### src/rtl/ic_pkg.sv
// ic_pkg: shared definitions for the CPU bus interconnect.
//   - Master IDs carried through the outstanding-response FIFO
//   - Bus field widths and the packed request payload
package ic_pkg;

    localparam int unsigned IC_ADDR_W = 32;
    localparam int unsigned IC_DATA_W = 32;
    localparam int unsigned IC_STRB_W = 4;

    localparam logic IC_ID_IMEM = 1'b0;
    localparam logic IC_ID_DMEM = 1'b1;

    // Request fields that travel together from the winning master to the bridge.
    typedef struct packed {
        logic                 wen;
        logic [IC_STRB_W-1:0] strb;
        logic [IC_DATA_W-1:0] wdata;
        logic [IC_ADDR_W-1:0] addr;
    } ic_req_t;

endpackage

### src/rtl/ic_id_fifo.sv
// ic_id_fifo: small synchronous FIFO recording which master owns each
// outstanding request.
// Ports:
//   g_clk, g_resetn   clock, asynchronous active-low reset (empties FIFO)
//   push, wdata       enqueue (ignored while full)
//   pop               dequeue head (ignored while empty)
//   rdata             head entry
//   full, empty       flags decoded from the registered occupancy
module ic_id_fifo #(
    parameter int unsigned DEPTH = 2,
    parameter int unsigned WIDTH = 1
) (
    input  logic             g_clk,
    input  logic             g_resetn,
    input  logic             push,
    input  logic             pop,
    input  logic [WIDTH-1:0] wdata,
    output logic [WIDTH-1:0] rdata,
    output logic             full,
    output logic             empty
);

    localparam int unsigned PTR_W = (DEPTH > 1) ? $clog2(DEPTH) : 1;
    localparam int unsigned CNT_W = $clog2(DEPTH) + 1;

    logic [WIDTH-1:0] mem [DEPTH];
    logic [PTR_W-1:0] wr_ptr;
    logic [PTR_W-1:0] rd_ptr;
    logic [CNT_W-1:0] count;
    logic             push_ok;
    logic             pop_ok;

    assign full    = (count == CNT_W'(DEPTH));
    assign empty   = (count == '0);
    assign push_ok = push && !full;
    assign pop_ok  = pop && !empty;
    assign rdata   = mem[rd_ptr];

    // Pointer advance with explicit wrap so any DEPTH (including 1) is safe.
    function automatic logic [PTR_W-1:0] ptr_inc(input logic [PTR_W-1:0] p);
        if (p == PTR_W'(DEPTH - 1)) begin
            return '0;
        end
        return p + PTR_W'(1);
    endfunction

    // Pointers and occupancy.
    always_ff @(posedge g_clk or negedge g_resetn) begin
        if (!g_resetn) begin
            wr_ptr <= '0;
            rd_ptr <= '0;
            count  <= '0;
        end else begin
            if (push_ok) begin
                wr_ptr <= ptr_inc(wr_ptr);
            end
            if (pop_ok) begin
                rd_ptr <= ptr_inc(rd_ptr);
            end
            case ({push_ok, pop_ok})
                2'b10:   count <= count + CNT_W'(1);
                2'b01:   count <= count - CNT_W'(1);
                default: count <= count;
            endcase
        end
    end

    // Storage needs no reset: entries are only read when count says valid.
    always_ff @(posedge g_clk) begin
        if (push_ok) begin
            mem[wr_ptr] <= wdata;
        end
    end

endmodule

### src/rtl/ic_cpu_bus_arbiter.sv
// ic_cpu_bus_arbiter: merges the core's instruction (imem) and data (dmem)
// request/response channels onto the single port of the CPU-bus-to-BRAM
// bridge. Arbitration and response routing are combinational (zero latency);
// an ID FIFO of depth OUTSTANDING routes each in-order response back to its
// issuing master.
// Ports:
//   g_clk, g_resetn                 clock, asynchronous active-low reset
//   imem_* / dmem_*                 master request (req/gnt/wen/strb/wdata/addr)
//                                   and response (recv/ack/error/rdata)
//   s_*                             bridge-side request and response
// Build option:
//   IC_ARB_ROUND_ROBIN_EN  defined   -> conflicts alternate (last-winner flag)
//                          undefined -> fixed priority, dmem wins conflicts
module ic_cpu_bus_arbiter
    import ic_pkg::*;
#(
    parameter int unsigned OUTSTANDING = 2
) (
    input  logic                 g_clk,
    input  logic                 g_resetn,

    input  logic                 imem_req,
    output logic                 imem_gnt,
    input  logic                 imem_wen,
    input  logic [IC_STRB_W-1:0] imem_strb,
    input  logic [IC_DATA_W-1:0] imem_wdata,
    input  logic [IC_ADDR_W-1:0] imem_addr,
    output logic                 imem_recv,
    input  logic                 imem_ack,
    output logic                 imem_error,
    output logic [IC_DATA_W-1:0] imem_rdata,

    input  logic                 dmem_req,
    output logic                 dmem_gnt,
    input  logic                 dmem_wen,
    input  logic [IC_STRB_W-1:0] dmem_strb,
    input  logic [IC_DATA_W-1:0] dmem_wdata,
    input  logic [IC_ADDR_W-1:0] dmem_addr,
    output logic                 dmem_recv,
    input  logic                 dmem_ack,
    output logic                 dmem_error,
    output logic [IC_DATA_W-1:0] dmem_rdata,

    output logic                 s_req,
    input  logic                 s_gnt,
    output logic                 s_wen,
    output logic [IC_STRB_W-1:0] s_strb,
    output logic [IC_DATA_W-1:0] s_wdata,
    output logic [IC_ADDR_W-1:0] s_addr,
    input  logic                 s_recv,
    output logic                 s_ack,
    input  logic                 s_error,
    input  logic [IC_DATA_W-1:0] s_rdata
);

    logic    id_full;
    logic    id_empty;
    logic    head_id;
    logic    sel_dmem;
    logic    win_id;
    logic    req_accept;
    logic    rsp_accept;
    ic_req_t imem_pl;
    ic_req_t dmem_pl;
    ic_req_t s_pl;

    // ------------------------------------------------------------------
    // Winner selection
    // ------------------------------------------------------------------
`ifdef IC_ARB_ROUND_ROBIN_EN
    logic last_win;

    // Remember who won the last accepted request; reset favours imem next.
    always_ff @(posedge g_clk or negedge g_resetn) begin
        if (!g_resetn) begin
            last_win <= IC_ID_DMEM;
        end else if (req_accept) begin
            last_win <= win_id;
        end
    end

    assign sel_dmem = dmem_req && (!imem_req || (last_win == IC_ID_IMEM));
`else
    assign sel_dmem = dmem_req;
`endif

    assign win_id = sel_dmem ? IC_ID_DMEM : IC_ID_IMEM;

    // ------------------------------------------------------------------
    // Request path
    // ------------------------------------------------------------------
    assign imem_pl = '{wen: imem_wen, strb: imem_strb, wdata: imem_wdata, addr: imem_addr};
    assign dmem_pl = '{wen: dmem_wen, strb: dmem_strb, wdata: dmem_wdata, addr: dmem_addr};
    assign s_pl    = sel_dmem ? dmem_pl : imem_pl;

    assign s_wen   = s_pl.wen;
    assign s_strb  = s_pl.strb;
    assign s_wdata = s_pl.wdata;
    assign s_addr  = s_pl.addr;

    // A full ID FIFO blocks new requests even if a pop happens this cycle.
    assign s_req      = (imem_req || dmem_req) && !id_full;
    assign imem_gnt   = imem_req && !sel_dmem && s_gnt && !id_full;
    assign dmem_gnt   = sel_dmem && s_gnt && !id_full;
    assign req_accept = s_req && s_gnt;

    // ------------------------------------------------------------------
    // Response path: head of the ID FIFO owns the current response.
    // With nothing outstanding the response is acked and dropped.
    // ------------------------------------------------------------------
    assign imem_recv  = s_recv && !id_empty && (head_id == IC_ID_IMEM);
    assign dmem_recv  = s_recv && !id_empty && (head_id == IC_ID_DMEM);
    assign s_ack      = id_empty || ((head_id == IC_ID_DMEM) ? dmem_ack : imem_ack);
    assign rsp_accept = s_recv && s_ack && !id_empty;

    assign imem_error = s_error;
    assign dmem_error = s_error;
    assign imem_rdata = s_rdata;
    assign dmem_rdata = s_rdata;

    ic_id_fifo #(
        .DEPTH (OUTSTANDING),
        .WIDTH (1)
    ) u_id_fifo (
        .g_clk    (g_clk),
        .g_resetn (g_resetn),
        .push     (req_accept),
        .pop      (rsp_accept),
        .wdata    (win_id),
        .rdata    (head_id),
        .full     (id_full),
        .empty    (id_empty)
    );

`ifdef IC_ARB_ROUND_ROBIN_EN
    // A response with nothing outstanding indicates a bridge protocol error.
    a_no_orphan_rsp : assert property (
        @(posedge g_clk) disable iff (!g_resetn) !(s_recv && id_empty)
    ) else $error("ic_cpu_bus_arbiter: response received with no outstanding request");
`endif

endmodule

### config.mk
export PLATFORM = sky130hd
export DESIGN_NAME = ic_cpu_bus_arbiter
export DESIGN_NICKNAME = d
export VERILOG_FILES = /design/src/rtl/ic_pkg.sv /design/src/rtl/ic_id_fifo.sv /design/src/rtl/ic_cpu_bus_arbiter.sv
export SDC_FILE = /design/constraint.sdc
export NUM_CORES = 1
export LEC_CHECK = 0
export CAP_MARGIN = 20
export CORE_AREA = 5 5 120 122
export CTS_BUF_LIST = sky130_fd_sc_hd__clkbuf_16
export DETAILED_ROUTE_END_ITERATION = 10
export DIE_AREA = 0 0 125 127
export PLACE_DENSITY = 0.53
export SLEW_MARGIN = 30
export SYNTH_ARGS = -nofsm -noshare
export SYNTH_HDL_FRONTEND = slang
export SYNTH_SLANG_ARGS = --single-unit
### constraint.sdc
create_clock -name g_clk -period 2.4 [get_ports g_clk]
set_input_delay 0.48 -clock g_clk [delete_from_list [all_inputs] [get_ports g_clk]]
set_output_delay 0.48 -clock g_clk [all_outputs]
set_load 0.05 [all_outputs]
# == Word level (Yosys, flattened, before mapping) ==
# Memory sizes are Yosys's and may differ from the RTL's.
# Index checks and enable logic that the tools add are counted.
# totals
ram_bits,2
n_memories,1
output_inout_bits,141
reg_bits,4
wordCells,47
# mem_list
name,words,word_bits,rd,rd_ports_with_merged_regs,write_ports,line,source
u_id_fifo.mem,2,1,1,0,1,ic_id_fifo.sv:26,logic [WIDTH-1:0] mem [DEPTH];
# classes
muxes,14
n_bitwise,1
addsub,4
n_reduce_logical,21
n_eq_ne,3
# op_table
op,n
$mux W69,1
$logic_and A1 B1 Y1,14
$mux W1,12
$eq A2 B2 Y1 const B,2
$pmux W2 S2,1
$logic_not A1 Y1,3
$add A1 B1 Y1 const B,2
$add A2 B1 Y2 const B,1
$eq A2 B1 Y1 const B,1
$logic_not A2 Y1,1
$logic_or A1 B1 Y1,2
$reduce_bool A2 Y1,1
$sub A2 B1 Y2 const B,1
$not A1 Y1,1

# == Longest topological paths before layout ==
# An unclocked memory read counts as a cell.
# depth
word_depth,8
mapped_depth,7

# == Modules after synthesis ==
# From an unflattened synthesis, not the netlist that was laid out.
# hier_totals
cells_unflattened,176
area_unflattened_um2,2021.9
# modules_own_cells
mod,n_inst,cells_per_inst,seq_area_each_um2,area_each_um2
ic_cpu_bus_arbiter,1,155,0.0,1754.2
ic_id_fifo,1,21,160.2,267.8

# == Worst setup path after synthesis ==
# OpenSTA, ideal clock, no wires.
# synth_timing
kind,register to output
startpoint,reg u_id_fifo.count[0]
endpoint,out s_ack
path_stages_with_launch,3
arrival_time_ns,1.593
setup_slack_ns,0.327
t_required_ns,1.920
cell_sequence,dfrtp_1 buf_2 o21ai_0
# synth_via
elab_chain_len,2
# synth_lines
element,line,source
"start, declared",ic_id_fifo.sv:29,logic [CNT_W-1:0] count;
"start signal, assigned",ic_id_fifo.sv:61,2'b10: count <= count + CNT_W'(1);
"start signal, assigned",ic_id_fifo.sv:62,2'b01: count <= count - CNT_W'(1);
"start signal, assigned",ic_id_fifo.sv:63,default: count <= count;
$logic_not A2 Y1,ic_id_fifo.sv:34,assign empty = (count == '0);
$logic_or A1 B1 Y1,ic_cpu_bus_arbiter.sv:113,assign s_ack = id_empty || ((head_id == IC_ID_DMEM) ? dmem_ack : imem_ack);
"end, declared",ic_cpu_bus_arbiter.sv:51,"output logic s_ack,"
# Every way passes these cells.

# == Final worst setup path ==
# layout_timing
startpoint,reg u_id_fifo.rd_ptr
endpoint,out s_ack
# layout_via
elab_chain_len,3
# layout_lines
element,line,source
"start, declared",ic_id_fifo.sv:28,logic [PTR_W-1:0] rd_ptr;
"start signal, assigned",ic_id_fifo.sv:58,rd_ptr <= ptr_inc(rd_ptr);
$mem_v2 Z2 W1,n/a,
$mux W1,ic_cpu_bus_arbiter.sv:113,
$logic_or A1 B1 Y1,ic_cpu_bus_arbiter.sv:113,
# Every way passes these cells.

==> results.toml <==
[status]
status = "completed"

[drt]
routed-via-count = 1754
dr.pass1.iters = 4
totalWireLength_um = 7309
antenna_left = 0
drtIter0Drc = 32
drc = 0
wl_per_cell_um = 14.59
viasPerCell = 3.501

[timing]
tns_ps = 0
setup_violations = 0
slew_headroom_pct = 71.92
clock_skew_ps = 2.139
fmax_mhz = 489.5
fin_crit_ps = 2043
slew_viol_final = 0
rsz0062_at_grt = "false"
hold_slack_ps = 457.3
fin_crit_sh_pct = 85.12
hold_viol = 0
worst_pin_slew_ps = 409.5

[die]
die_y_um = 127
die_x_um = 125
die_area_mm2 = 0.01588
core_region_area_mm2 = 0.01309
num_rows = 42
start_util_pct = 12.66
io_pins = 320

[logic_synthesis]
syn_nets = 354
syn_area_per_cell_um2 = 9.521
syn_area_mm2 = 0.001657
yosysWarningCount = 0
syn_inst = 174
seq_area_frac_synth_pct = 9.668
ys_types = 19
synth-seq-cells = 6

[clocking]
numCtsBuffers = 3
cts_max_path_buffers = 2
cts_tree = "done"
clkTransAtPathRegs_ps = 30
htreeDepth = 1
cts.sinks = 6
cts_setup_buffers = 0
post_cts_hold_buffer_count = 0
cts_root_buf = "clkbuf_16"
insertion_delay_ps = 230
cts_resized = 0

[worst_hold_path]
hp-class = "input port to asynchronous set/reset pin"

[pwr]
ir_worst_vdd_mv = 0.2118
combPwrFrac_pct = 72.7
p_seq_share_pct = 11.6
p_sw_share_pct = 44.40
clkPwrFrac_pct = 15.7
power_mw = 1.727
p_per_area_mw_per_mm2 = 489.3
power_leakage_nw = 1.427
netSwitchingPower_uw = 766.8
power.internal_uw = 960.1

[placed_design]
place_congestion = 0.7415
io_buffers = 220
dp.cells = 497
placed_area_mm2 = 0.003451
dp_hpwl_um = 6507

[layout]
drive_above_1_share_pct = 46.46
diodes = 0
syn_to_final_growth_pct = 113.1
fin_nets = 506
stdcell_count = 501
fin_area_mm2 = 0.003530

[setup_path]
criticalPathCategory = "flip-flop to output port"
end_kind = "output port"
required_ps = 1920
path_max_fanout = 4
startpoint_type = "flip-flop"
arrival_ps = 1560

[global_routing]
grtUsageTotal_pct = 8.469
grt_pass1_vias = 2127
grt_max_degree = 44
grt_overflow = 0
antenna_found_initial = 0
grt_pass1_wl_um = 11110

[run]
drv_cap = 0
[worst paths after layout]
kind | from | end | slack [ps] | cells after the start
max in group asynchronous | g_resetn | u_id_fifo.count[0] | 1770 | 1
min in group g_clk | u_id_fifo.rd_ptr | u_id_fifo.rd_ptr | 490 | 1
max | u_id_fifo.rd_ptr | s_ack | 360 | 4
max reg2reg | u_id_fifo.rd_ptr | u_id_fifo.count[1] | 610 | 5
min | g_resetn | u_id_fifo.wr_ptr | 460 | 1
min reg2reg | u_id_fifo.rd_ptr | u_id_fifo.rd_ptr | 490 | 1
[flip-flops by register name, summed over array words and instances (netlist names)]
signal,flops
u_id_fifo.count,2
u_id_fifo.wr_ptr,1
u_id_fifo.mem,2
u_id_fifo.rd_ptr,1
[final cells by class]
type,count,area [um^2]
Tap cell,176,220.2
Inverter,1,3.754
Multi-Input combinational cell,92,952.2
Fill cell,1374,9555
Clock buffer,3,75.07
Timing Repair Buffer,222,2115
Sequential cell,6,160.2
Clock inverter,1,3.754
[synthesized netlist by cell type]
| library cell | count | share of area (%) |
|---|---|---|
| edfxtp_1 | 2 | 3.6 |
| buf_2 | 9 | 2.7 |
| o211ai_2 | 1 | 0.76 |
| mux2_2 | 69 | 47 |
| buf_4 | 66 | 30 |
| nor2b_1 | 1 | 0.38 |
| mux2i_1 | 3 | 1.8 |
| and3_1 | 1 | 0.38 |
| xor2_1 | 2 | 1.1 |
| nand2b_1 | 1 | 0.38 |
| and4b_1 | 1 | 0.60 |
| ha_1 | 1 | 0.76 |
| nor2_1 | 4 | 0.91 |
| o21ai_0 | 2 | 0.60 |
| o211ai_1 | 2 | 0.91 |
| dfrtp_1 | 4 | 6.0 |
| inv_1 | 1 | 0.23 |
| o21a_1 | 1 | 0.45 |
| xnor2_1 | 3 | 1.6 |
[critical path, cell delays in order, from the launching register on]
cell	delay, ps
dfrtp_1	360
mux2i_1	410
mux2i_1	220
o21ai_0	160
buf_12	190
[power by group through the flow]
stage                     Combinational [mW]  Clock [mW]  Sequential (mW)
final                                   1.26       0.271            0.200
after global routing                    1.32       0.283            0.210
after CTS                               1.27       0.276            0.200
after detailed placement                1.26           0            0.201
after global placement                  1.26           0            0.200
after floorplan                         1.02           0            0.178
[metrics by stage]
step | util, % | setup slack [ps]
2_1_floorplan | - | 327.1
3_3_place_gp | 26.37 | 438.3
3_5_place_dp | 26.37 | 378.7
4_1_cts | 26.97 | 329.6
5_1_grt | 26.97 | 244.4
6_report | 26.97 | 357.2
[per-layer routing]
layer	GRT usage [%]	vias to the layer above	share of wire [%]
li1	-	841	-
met1	8.692	791	34
met2	16.29	114	55
met3	3.464	8	10
met4	1.531	0	0.42
met5	0	-	0
[logic make-up after synthesis]
group | count (synthesis) | synth area share [%]
XOR/XNOR | 5 | 2.644
AO/OA/AOI/OAI | 6 | 2.719
multiplexers | 72 | 48.72
buffers and inverters | 76 | 32.85
AND/OR/NAND/NOR | 8 | 2.644
flip-flops | 6 | 9.668
adder cells (fa/ha/maj) | 1 | 0.7552
[cells in the final DEF (no fill, tap or decap)]
cell,n
mux2_2,69
clkbuf_16,3
nor2b_1,1
xnor2_1,3
edfxtp_1,2
buf_4,71
and3_1,1
inv_1,2
buf_12,7
mux2i_1,3
xor2_1,2
and4b_1,1
clkdlybuf4s50_1,144
o21a_1,1
o211ai_1,2
nand2b_1,1
dfrtp_1,4
ha_1,1
nor2_1,4
o211ai_2,1
o21ai_0,2
No activity file was read; power rests on OpenSTA's default activity.
